--- config.mk ---
export PLATFORM = sky130hd
export DESIGN_NAME = fetch_unit
export DESIGN_NICKNAME = d
export VERILOG_FILES = /design/src/rtl/fetch_pkg.sv /design/src/rtl/fetch_queue.sv /design/src/rtl/fetch_unit.sv
export SDC_FILE = /design/constraint.sdc
export NUM_CORES = 1
export LEC_CHECK = 0
export CAP_MARGIN = 25
export CORE_ASPECT_RATIO = 1.75
export CORE_UTILIZATION = 50
export CTS_CLUSTER_DIAMETER = 150
export DETAILED_ROUTE_END_ITERATION = 12
export MAX_ROUTING_LAYER = met4
export PLACE_DENSITY = 0.83
export SLEW_MARGIN = 0
export SYNTH_ARGS = -nofsm -noshare
export SYNTH_HDL_FRONTEND = slang
export SYNTH_SLANG_ARGS = --single-unit
--- constraint.sdc ---
create_clock -name clk -period 8.5 [get_ports clk]
set_input_delay 1.7 -clock clk [delete_from_list [all_inputs] [get_ports clk]]
set_output_delay 1.7 -clock clk [all_outputs]
set_load 0.01 [all_outputs]
--- src/rtl/fetch_pkg.sv ---
// Shared constants and types for the instruction-fetch front end.
package fetch_pkg;

    localparam logic [1:0] PCSRC_SEQ    = 2'b00;
    localparam logic [1:0] PCSRC_BRANCH = 2'b01;
    localparam logic [1:0] PCSRC_JALR   = 2'b10;

    localparam int unsigned INSTR_STEP = 4;

    localparam int unsigned ENTRY_XLEN = 32;
    localparam int unsigned ENTRY_ILEN = 32;

    typedef struct packed {
        logic [ENTRY_XLEN-1:0] pc;
        logic [ENTRY_ILEN-1:0] instr;
    } fetch_entry_t;

endpackage

--- src/rtl/fetch_queue.sv ---
// Synchronous FIFO with flush; a pop frees space for a push in the same cycle.
module fetch_queue #(
    parameter int unsigned WIDTH = 32,
    parameter int unsigned DEPTH = 4,
    localparam int unsigned AW = $clog2(DEPTH),
    localparam int unsigned CW = $clog2(DEPTH + 1)
) (
    input  logic             clk,
    input  logic             reset,
    input  logic             push,
    input  logic [WIDTH-1:0] push_data,
    input  logic             pop,
    input  logic             flush,
    output logic [WIDTH-1:0] pop_data,
    output logic             full,
    output logic             empty,
    output logic [CW-1:0]    count
);

    logic [WIDTH-1:0] mem_q [DEPTH];
    logic [AW-1:0]    rd_q, wr_q;
    logic [CW-1:0]    cnt_q;
    logic             do_push, do_pop;

    assign full     = (cnt_q == CW'(DEPTH));
    assign empty    = (cnt_q == '0);
    assign count    = cnt_q;
    assign pop_data = mem_q[rd_q];

    // Flush wins over a same-cycle push: that data belongs to the abandoned path.
    assign do_pop  = pop && !empty;
    assign do_push = push && !flush && (!full || do_pop);

    always_ff @(posedge clk) begin
        if (reset || flush) begin
            rd_q  <= '0;
            wr_q  <= '0;
            cnt_q <= '0;
        end else begin
            if (do_push) wr_q <= wr_q + 1'b1;
            if (do_pop)  rd_q <= rd_q + 1'b1;
            cnt_q <= cnt_q + CW'(do_push) - CW'(do_pop);
        end
    end

    always_ff @(posedge clk) begin
        if (do_push) mem_q[wr_q] <= push_data;
    end

endmodule

--- src/rtl/fetch_unit.sv ---
// Fetch front end: PC register, next-PC select, pipelined imem reads and a decode-side queue.
module fetch_unit
    import fetch_pkg::*;
#(
    parameter int unsigned       XLEN     = 32,
    parameter int unsigned       ILEN     = 32,
    parameter logic [XLEN-1:0]   RESET_PC = '0,
    parameter int unsigned       FQ_DEPTH = 4
) (
    input  logic            clk,
    input  logic            reset,
    input  logic            pc_write,
    input  logic            redirect_valid,
    input  logic [1:0]      pc_src,
    input  logic [XLEN-1:0] branch_target,
    input  logic [XLEN-1:0] alu_result,
    output logic            imem_req_valid,
    input  logic            imem_req_ready,
    output logic [XLEN-1:0] imem_req_addr,
    input  logic            imem_resp_valid,
    input  logic [ILEN-1:0] imem_resp_data,
    output logic            if_valid,
    input  logic            if_ready,
    output logic [XLEN-1:0] if_pc,
    output logic [ILEN-1:0] if_instr
);

    localparam int unsigned CW = $clog2(FQ_DEPTH + 1);

    logic [XLEN-1:0]      pc_q, pc_d, pc_seq, tag_pc;
    logic [CW-1:0]        q_count, outstanding, drop_q, drop_d;
    logic [CW:0]          in_use;
    logic                 q_full, q_empty, tag_full, tag_empty;
    logic                 req_fire, resp_drop, resp_keep, if_pop;
    logic [XLEN+ILEN-1:0] q_out;

    assign pc_seq = pc_q + XLEN'(INSTR_STEP);
    assign in_use = {1'b0, q_count} + {1'b0, outstanding};

    // Queue entries plus reads in flight never exceed the queue size, so responses always fit.
    assign imem_req_valid = !reset && pc_write && !redirect_valid
                            && (in_use < (CW + 1)'(FQ_DEPTH));
    assign imem_req_addr  = pc_q;
    assign req_fire       = imem_req_valid && imem_req_ready;

    assign resp_drop = imem_resp_valid && (drop_q != '0);
    assign resp_keep = imem_resp_valid && (drop_q == '0);

    assign if_valid           = !q_empty;
    assign if_pop             = if_valid && if_ready;
    assign {if_pc, if_instr}  = q_out;

    always_comb begin
        pc_d   = pc_q;
        drop_d = drop_q;
        if (redirect_valid) begin
            case (pc_src)
                PCSRC_BRANCH: pc_d = branch_target;
                PCSRC_JALR:   pc_d = {alu_result[XLEN-1:1], 1'b0};
                default:      pc_d = pc_seq;
            endcase
            // Every read still in flight after this cycle's response is on the old path.
            drop_d = outstanding - CW'(imem_resp_valid);
        end else begin
            if (req_fire)  pc_d   = pc_seq;
            if (resp_drop) drop_d = drop_q - 1'b1;
        end
    end

    always_ff @(posedge clk) begin
        if (reset) begin
            pc_q   <= RESET_PC;
            drop_q <= '0;
        end else begin
            pc_q   <= pc_d;
            drop_q <= drop_d;
        end
    end

    // Tag FIFO occupancy is the count of outstanding reads.
    fetch_queue #(
        .WIDTH (XLEN),
        .DEPTH (FQ_DEPTH)
    ) u_tag_fifo (
        .clk       (clk),
        .reset     (reset),
        .push      (req_fire),
        .push_data (pc_q),
        .pop       (imem_resp_valid),
        .flush     (1'b0),
        .pop_data  (tag_pc),
        .full      (tag_full),
        .empty     (tag_empty),
        .count     (outstanding)
    );

    fetch_queue #(
        .WIDTH (XLEN + ILEN),
        .DEPTH (FQ_DEPTH)
    ) u_instr_queue (
        .clk       (clk),
        .reset     (reset),
        .push      (resp_keep),
        .push_data ({tag_pc, imem_resp_data}),
        .pop       (if_pop),
        .flush     (redirect_valid),
        .pop_data  (q_out),
        .full      (q_full),
        .empty     (q_empty),
        .count     (q_count)
    );

    always_ff @(posedge clk) begin
        if (!reset) begin
            assert (q_count <= CW'(FQ_DEPTH));
            assert (in_use <= (CW + 1)'(FQ_DEPTH));
            assert (drop_q <= outstanding);
            assert (!(req_fire && tag_full));
            assert (!(imem_resp_valid && tag_empty));
            assert (!(resp_keep && q_full));
        end
    end

endmodule
After elaboration in Yosys (flattened, before gate mapping) --
Memories as Yosys holds them, arrays and structs flattened. A register that Yosys moved wholly into a read port is not among the register bits. Cells that the tools add are included. Widths: inputs -> output; s select.
Word-level totals: logic and storage cells 67, memories 2, bits in registers 49, output and inout bits 98, input bits 105, RAM bits 384
Operators by class: order comparisons 1, eq/ne operators 4, reduce and logical (&&, ||, !) cells 27, muxes and demuxes 13, $add $sub $neg 12
Memory list:
- u_instr_queue.mem_q | depth 4, bits a word 64, read ports 1, clocked after Yosys merged registers in 1, write ports 1, RTL line fetch_queue.sv:20 | logic [WIDTH-1:0] mem_q [DEPTH];
- u_tag_fifo.mem_q | depth 4, bits a word 32, read ports 1, clocked after Yosys merged registers in 1, write ports 1, RTL line fetch_queue.sv:20
Operator list (count):
- $mux 32 | 2
- $pmux 32 s2 | 1
- $add 32x3->32 const B | 1
- $logic_and 1x1->1 | 12
- $logic_not 3->1 | 3
- $sub 3x1->3 | 3
- $add 2x1->2 const B | 4
- $mux 2 | 4
- $add 3x1->3 | 2
- $eq 3x3->1 const B | 2
- $logic_not 1->1 | 6
- $mux 3 | 2
- $add 3x3->4 | 1
- $lt 4x3->1 const B | 1
- $mux 1 | 4
- $reduce_bool 2->1 | 2
- $logic_or 1x1->1 | 3
- $reduce_bool 3->1 | 1
- $sub 3x1->3 const B | 1
- $eq 2x1->1 const B | 1
- $eq 2x2->1 const B | 1

Logic depth before layout (Yosys ltp) --
depth after elaboration 8, gate-level depth with buffers 11, gate-level depth less buffers 10

By module --
Synthesis repeated with hierarchy kept, for this count alone.
Second synthesis, totals: cell total of the unflattened synthesis 889, area, all modules 17156.5 µm²
Modules (own cells, without submodules):
- fetch_queue at u_instr_queue | cells an instance 382, times used 1, area each 9694.3 µm², sequential area each 7867.5 µm²
- fetch_queue at u_tag_fifo | cells an instance 215, times used 1, area each 5082.4 µm², sequential area each 4023.9 µm²
- fetch_unit | cells an instance 292, times used 1, area each 2379.8 µm², sequential area each 700.7 µm²

Worst setup path before layout --
OpenSTA, ideal clock, no wires.
kind input-to-reg, start in redirect_valid, end mem u_instr_queue.mem_q[0][0] in the netlist's numbering, enable pin, setup slack 4.059 ns, arrival time 4.012 ns, required time 8.071 ns, path buffers 1, setup time 0.429 ns, stages 3, path through buf_1 -> nor4b_2 -> and2_1
Between the ends: longest elaborated chain between the ends 5
RTL lines:
- start: declaration | RTL line fetch_unit.sv:13 | input logic redirect_valid,
- $logic_not 1->1 | RTL line fetch_queue.sv:32 | assign do_push = push && !flush && (!full || do_pop);
- $logic_and 1x1->1 (2 in series) | RTL line fetch_queue.sv:32
- via u_instr_queue.do_push | RTL line fetch_queue.sv:23 | logic do_push, do_pop;
- $mux 1 | RTL line fetch_queue.sv:47 | if (do_push) mem_q[wr_q] <= push_data;
- $mux 1 (implied by the code) | RTL line fetch_queue.sv:47
- end: declaration | RTL line fetch_queue.sv:20
The timed path passes the listed nets, and every way through them passes these cells.

Final worst setup path --
start in redirect_valid, end out imem_req_valid
Between the ends: longest elaborated chain between the ends 3
RTL lines:
- $logic_not 1->1 | RTL line fetch_unit.sv:41 | assign imem_req_valid = !reset && pc_write && !redirect_valid
- $logic_and 1x1->1 | RTL line fetch_unit.sv:41
- $logic_and 1x1->1 | RTL line fetch_unit.sv:42 | && (in_use < (CW + 1)'(FQ_DEPTH));
- end: declaration | RTL line fetch_unit.sv:17 | output logic imem_req_valid,
No other way between the ends.

==> metrics.md <==
| Metric | Value |
|---|---|
| TNS Setup | `0 ps` |
| Number of global-route vias before repair | `9625` |
| H-tree Lvls | `2` |
| WL/cell | `20.5 µm` |
| CP Max Fanout | `13` |
| CORE AREA | `33700 µm²` |
| Tmin final | `5240 ps` |
| PwrDens | `227 nW/µm²` |
| Worst Tran Pin Value | `1010 ps` |
| Crit-path cells | `clkdlybuf4s50_1 > nor2_1 > and3_1 > clkdlybuf4s50_1` |
| Sequential share of power | `52.9%` |
| Clk_skew | `16.5 ps` |
| Synth Instances | `908` |
| Reg2Reg Capture Point | `u_instr_queue.mem_q[2][31]` |
| Vias post-DR | `9085` |
| Vias/cell | `5.69` |
| CP arrival | `3540 ps` |
| CP peak stage delay | `660 ps` |
| Post-synth EDFFs | `384` |
| Number of synthesis warnings | `0` |
| Status | `finished, final reports clean` |
| Cell Rows | `89` |
| Clock-pin transition on the worst setup and hold timing paths | `70 ps` |
| Buffer count from post-CTS setup fixing | `0` |
| Clock tree buffer depth | `3` |
| Ranking of synthesized cells by area | `edfxtp_1 (67%), mux4_2 (13%), dfxtp_1 (6.2%)` |
| Post-CTS sizing | `0` |
| Worst hold path depth | `2` |
| Clk sinks | `437` |
| Hold path startpoint | `imem_req_addr[0]` |
| Max Clk Rate | `191 MHz` |
| Hold_buf cts | `0` |
| Nets | `1242` |
| WHS Endpoint | `imem_req_addr[0]` |
| Final Non-Filler Cells | `1596` |
| Sw Pwr | `1040 µW` |
| Initial antenna violation count | `0` |
| Share of post-route cells with drive strength above 1 | `16.6%` |
| Drt pass-1 iters | `7` |
| Die X | `142 µm` |
| I/O Buffers | `201` |
| Gate power share | `11.7%` |
| Synth top area share | `67.3%` |
| DRT Wirelength | `32700 µm` |
| WP data required | `6800 ps` |
| Die H | `247 µm` |
| First-pass GRT wire length | `51600 µm` |
| Max-cap violations | `0` |
| CP max-delay cell | `clkdlybuf4s50_1` |
| Slew Viols, Final | `0` |
| Clock Root Buffer | `clkbuf_16` |
| Worst Setup End Kind | `output port` |
| R2R Setup Slk | `5710 ps` |
| Post-route ant nets | `0` |
| CTS buffer count | `37` |
| Crit share post-route | `61.6%` |
| Mean post-synth cell area | `18.9 µm²` |
| Cell area after synthesis | `17100 µm²` |
| Pint | `3690 µW` |
| Worst setup SP type | `input pin` |
| Slew Limit Headroom | `32.4%` |
| Area delta synth->final | `21.9%` |
| Worst flop-to-flop path startpoint | `drop_q[1]` |
| Number of synthesized register bits | `437` |
| ANT cells | `0` |
| Clock power frac | `35.4%` |
| Worst-Skew Late Latency | `520 ps` |
| RePlAce Congestion | `0.866` |
| Remaining global-route overflow | `0` |
| Die Footprint | `35000 µm²` |
| Hold WC Path Type | `reg -> reg` |
| Num ports | `203` |
| Worst vdd ir | `0.124 mV` |
| Post-route DRC violation count | `0` |
| Cell taking the most area after synthesis | `edfxtp_1` |
| DP Cell Count | `1528` |
| RSZ-0062 raised after global routing | `no` |
| Final Hold Violating Endpoints | `0` |
| Fillers | `2356` |
| Sequential element share of the synthesized area | `73.5%` |
| R2R depth | `5` |
| Post-DP HPWL | `20600 µm` |
| CTS tree | `done` |
| Detailed Route Iter0 Violations | `573` |
| Ys async rst share | `0%` |
| Post-Syn Nets | `1036` |
| CP dominant cell by count | `clkdlybuf4s50_1` |
| Leak Pwr | `0.00660 µW` |
| Final setup viols | `0` |
| Top_reg_cell synth | `edfxtp_1` |
| Net Sw Frac | `22.0%` |
| Worst setup path category | `in -> out` |
| Pin count of the biggest net entering global routing | `65` |
| Yosys cell types | `59` |
| Initial core utilization | `50.8%` |
| GRT Util Overall | `20.0%` |
[cell families (layout without fill, tap and decap cells)]
kind of cell	Yosys count	in the layout	share of synthesized area [%]
AO/OA/AOI/OAI	104	104	4.23
XOR/XNOR	22	22	1.12
adder cells (fa/ha/maj)	23	23	1.77
buffers and inverters	69	302	1.61
flip-flops	437	437	73.5
multiplexers	98	98	12.7
AND/OR/NAND/NOR	155	155	5.03
[how the worst max path moves through the flow]
stage,start,to,slack (ps)
after floorplan,redirect_valid,u_instr_queue.mem_q[0][0],4060
after global routing,redirect_valid,imem_req_valid,3170
after global placement,redirect_valid,imem_req_valid,3320
after CTS,redirect_valid,imem_req_valid,3260
after detailed placement,redirect_valid,imem_req_valid,3270
final,redirect_valid,imem_req_valid,3260
[layout by cell type, fill, tap and decap left out, drive strengths merged, types with 8 or more instances in the layout]
master	n
dfxtp	53
and3	10
ha	21
inv	23
clkbuf	42
clkinv	17
and4	8
clkdlybuf4s50	201
nand2	24
xnor2	13
a22oi	23
nand4	9
buf	14
mux4	96
edfxtp	384
a21oi	16
nor2	45
xor2	9
and2	12
o21ai	16
nand3	14
[cell type report]
class	count	area (µm²)	share of cell area [%]
clock buffer	42	965	4.62
clock inverter	24	246	1.18
timing repair buffer	215	2140	10.3
tap	455	569	2.73
inverter	21	78.8	0.378
sequential	437	12600	60.4
multi-input combinational	402	4270	20.5
[sequential cells by signal (all words and copies together) (netlist names), named ones only]
name                 flops
drop_q                   3
imem_req_addr           32
u_instr_queue.count      3
u_instr_queue.mem_q    256
u_instr_queue.rd_q       2
u_instr_queue.wr_q       2
u_tag_fifo.count         3
u_tag_fifo.mem_q       128
u_tag_fifo.rd_q          2
u_tag_fifo.wr_q          2
[Yosys cell counts (5+ instances only)]
| cell | count |
|---|---|
| nor2_1 | 45 |
| dfxtp_1 | 53 |
| ha_1 | 21 |
| clkbuf_1 | 29 |
| a221oi_1 | 7 |
| and4_1 | 6 |
| a21oi_1 | 16 |
| and3_1 | 9 |
| inv_1 | 21 |
| a31oi_1 | 7 |
| o22ai_1 | 6 |
| o21ai_0 | 16 |
| mux4_2 | 96 |
| nand2b_1 | 5 |
| xor2_1 | 9 |
| nand4_1 | 9 |
| nand2_1 | 23 |
| and2_1 | 12 |
| buf_1 | 6 |
| nand3_1 | 12 |
| edfxtp_1 | 384 |
| buf_2 | 13 |
| xnor2_1 | 13 |
| a22oi_1 | 23 |
| nor3_1 | 6 |
| a211oi_1 | 7 |
[power by group through the flow]
stage	sequential, µW	clock (µW)	combinational (µW)
6_report	2510	1680	554
5_1_grt	2510	1780	603
4_1_cts	2510	1710	561
3_5_place_dp	2550	0	557
3_3_place_gp	2550	0	541
2_1_floorplan	2530	0	352
[stage by stage]
step           hold slack (ps)  cell area [µm²]  setup slack, ps  total power, µW  util, %
3_3_place_gp               505            19600             3320             3090     58.2
5_1_grt                    580            20900             3170             4900     61.9
2_1_floorplan              485            17100             4060             2880        -
4_1_cts                    535            20800             3260             4780     61.7
6_report                   534            20900             3260             4740     61.9
3_5_place_dp               523            19600             3270             3110     58.2
[critical path, delay by kind of cell]
family,cells,cell delay [ps]
buf+inv,2,1230
simple gates,2,600
[routing by layer]
layer	vias to the layer above	part of all wire (%)	wire (µm)	global-route usage (%)
met5	-	0	0	-
li1	4109	-	-	-
met1	4567	38	12400	22.3
met2	343	55	17900	35.8
met4	0	3.4	1110	8.76
met3	66	4.1	1360	2.36
Note: power is estimated with default switching activity, not from simulation.
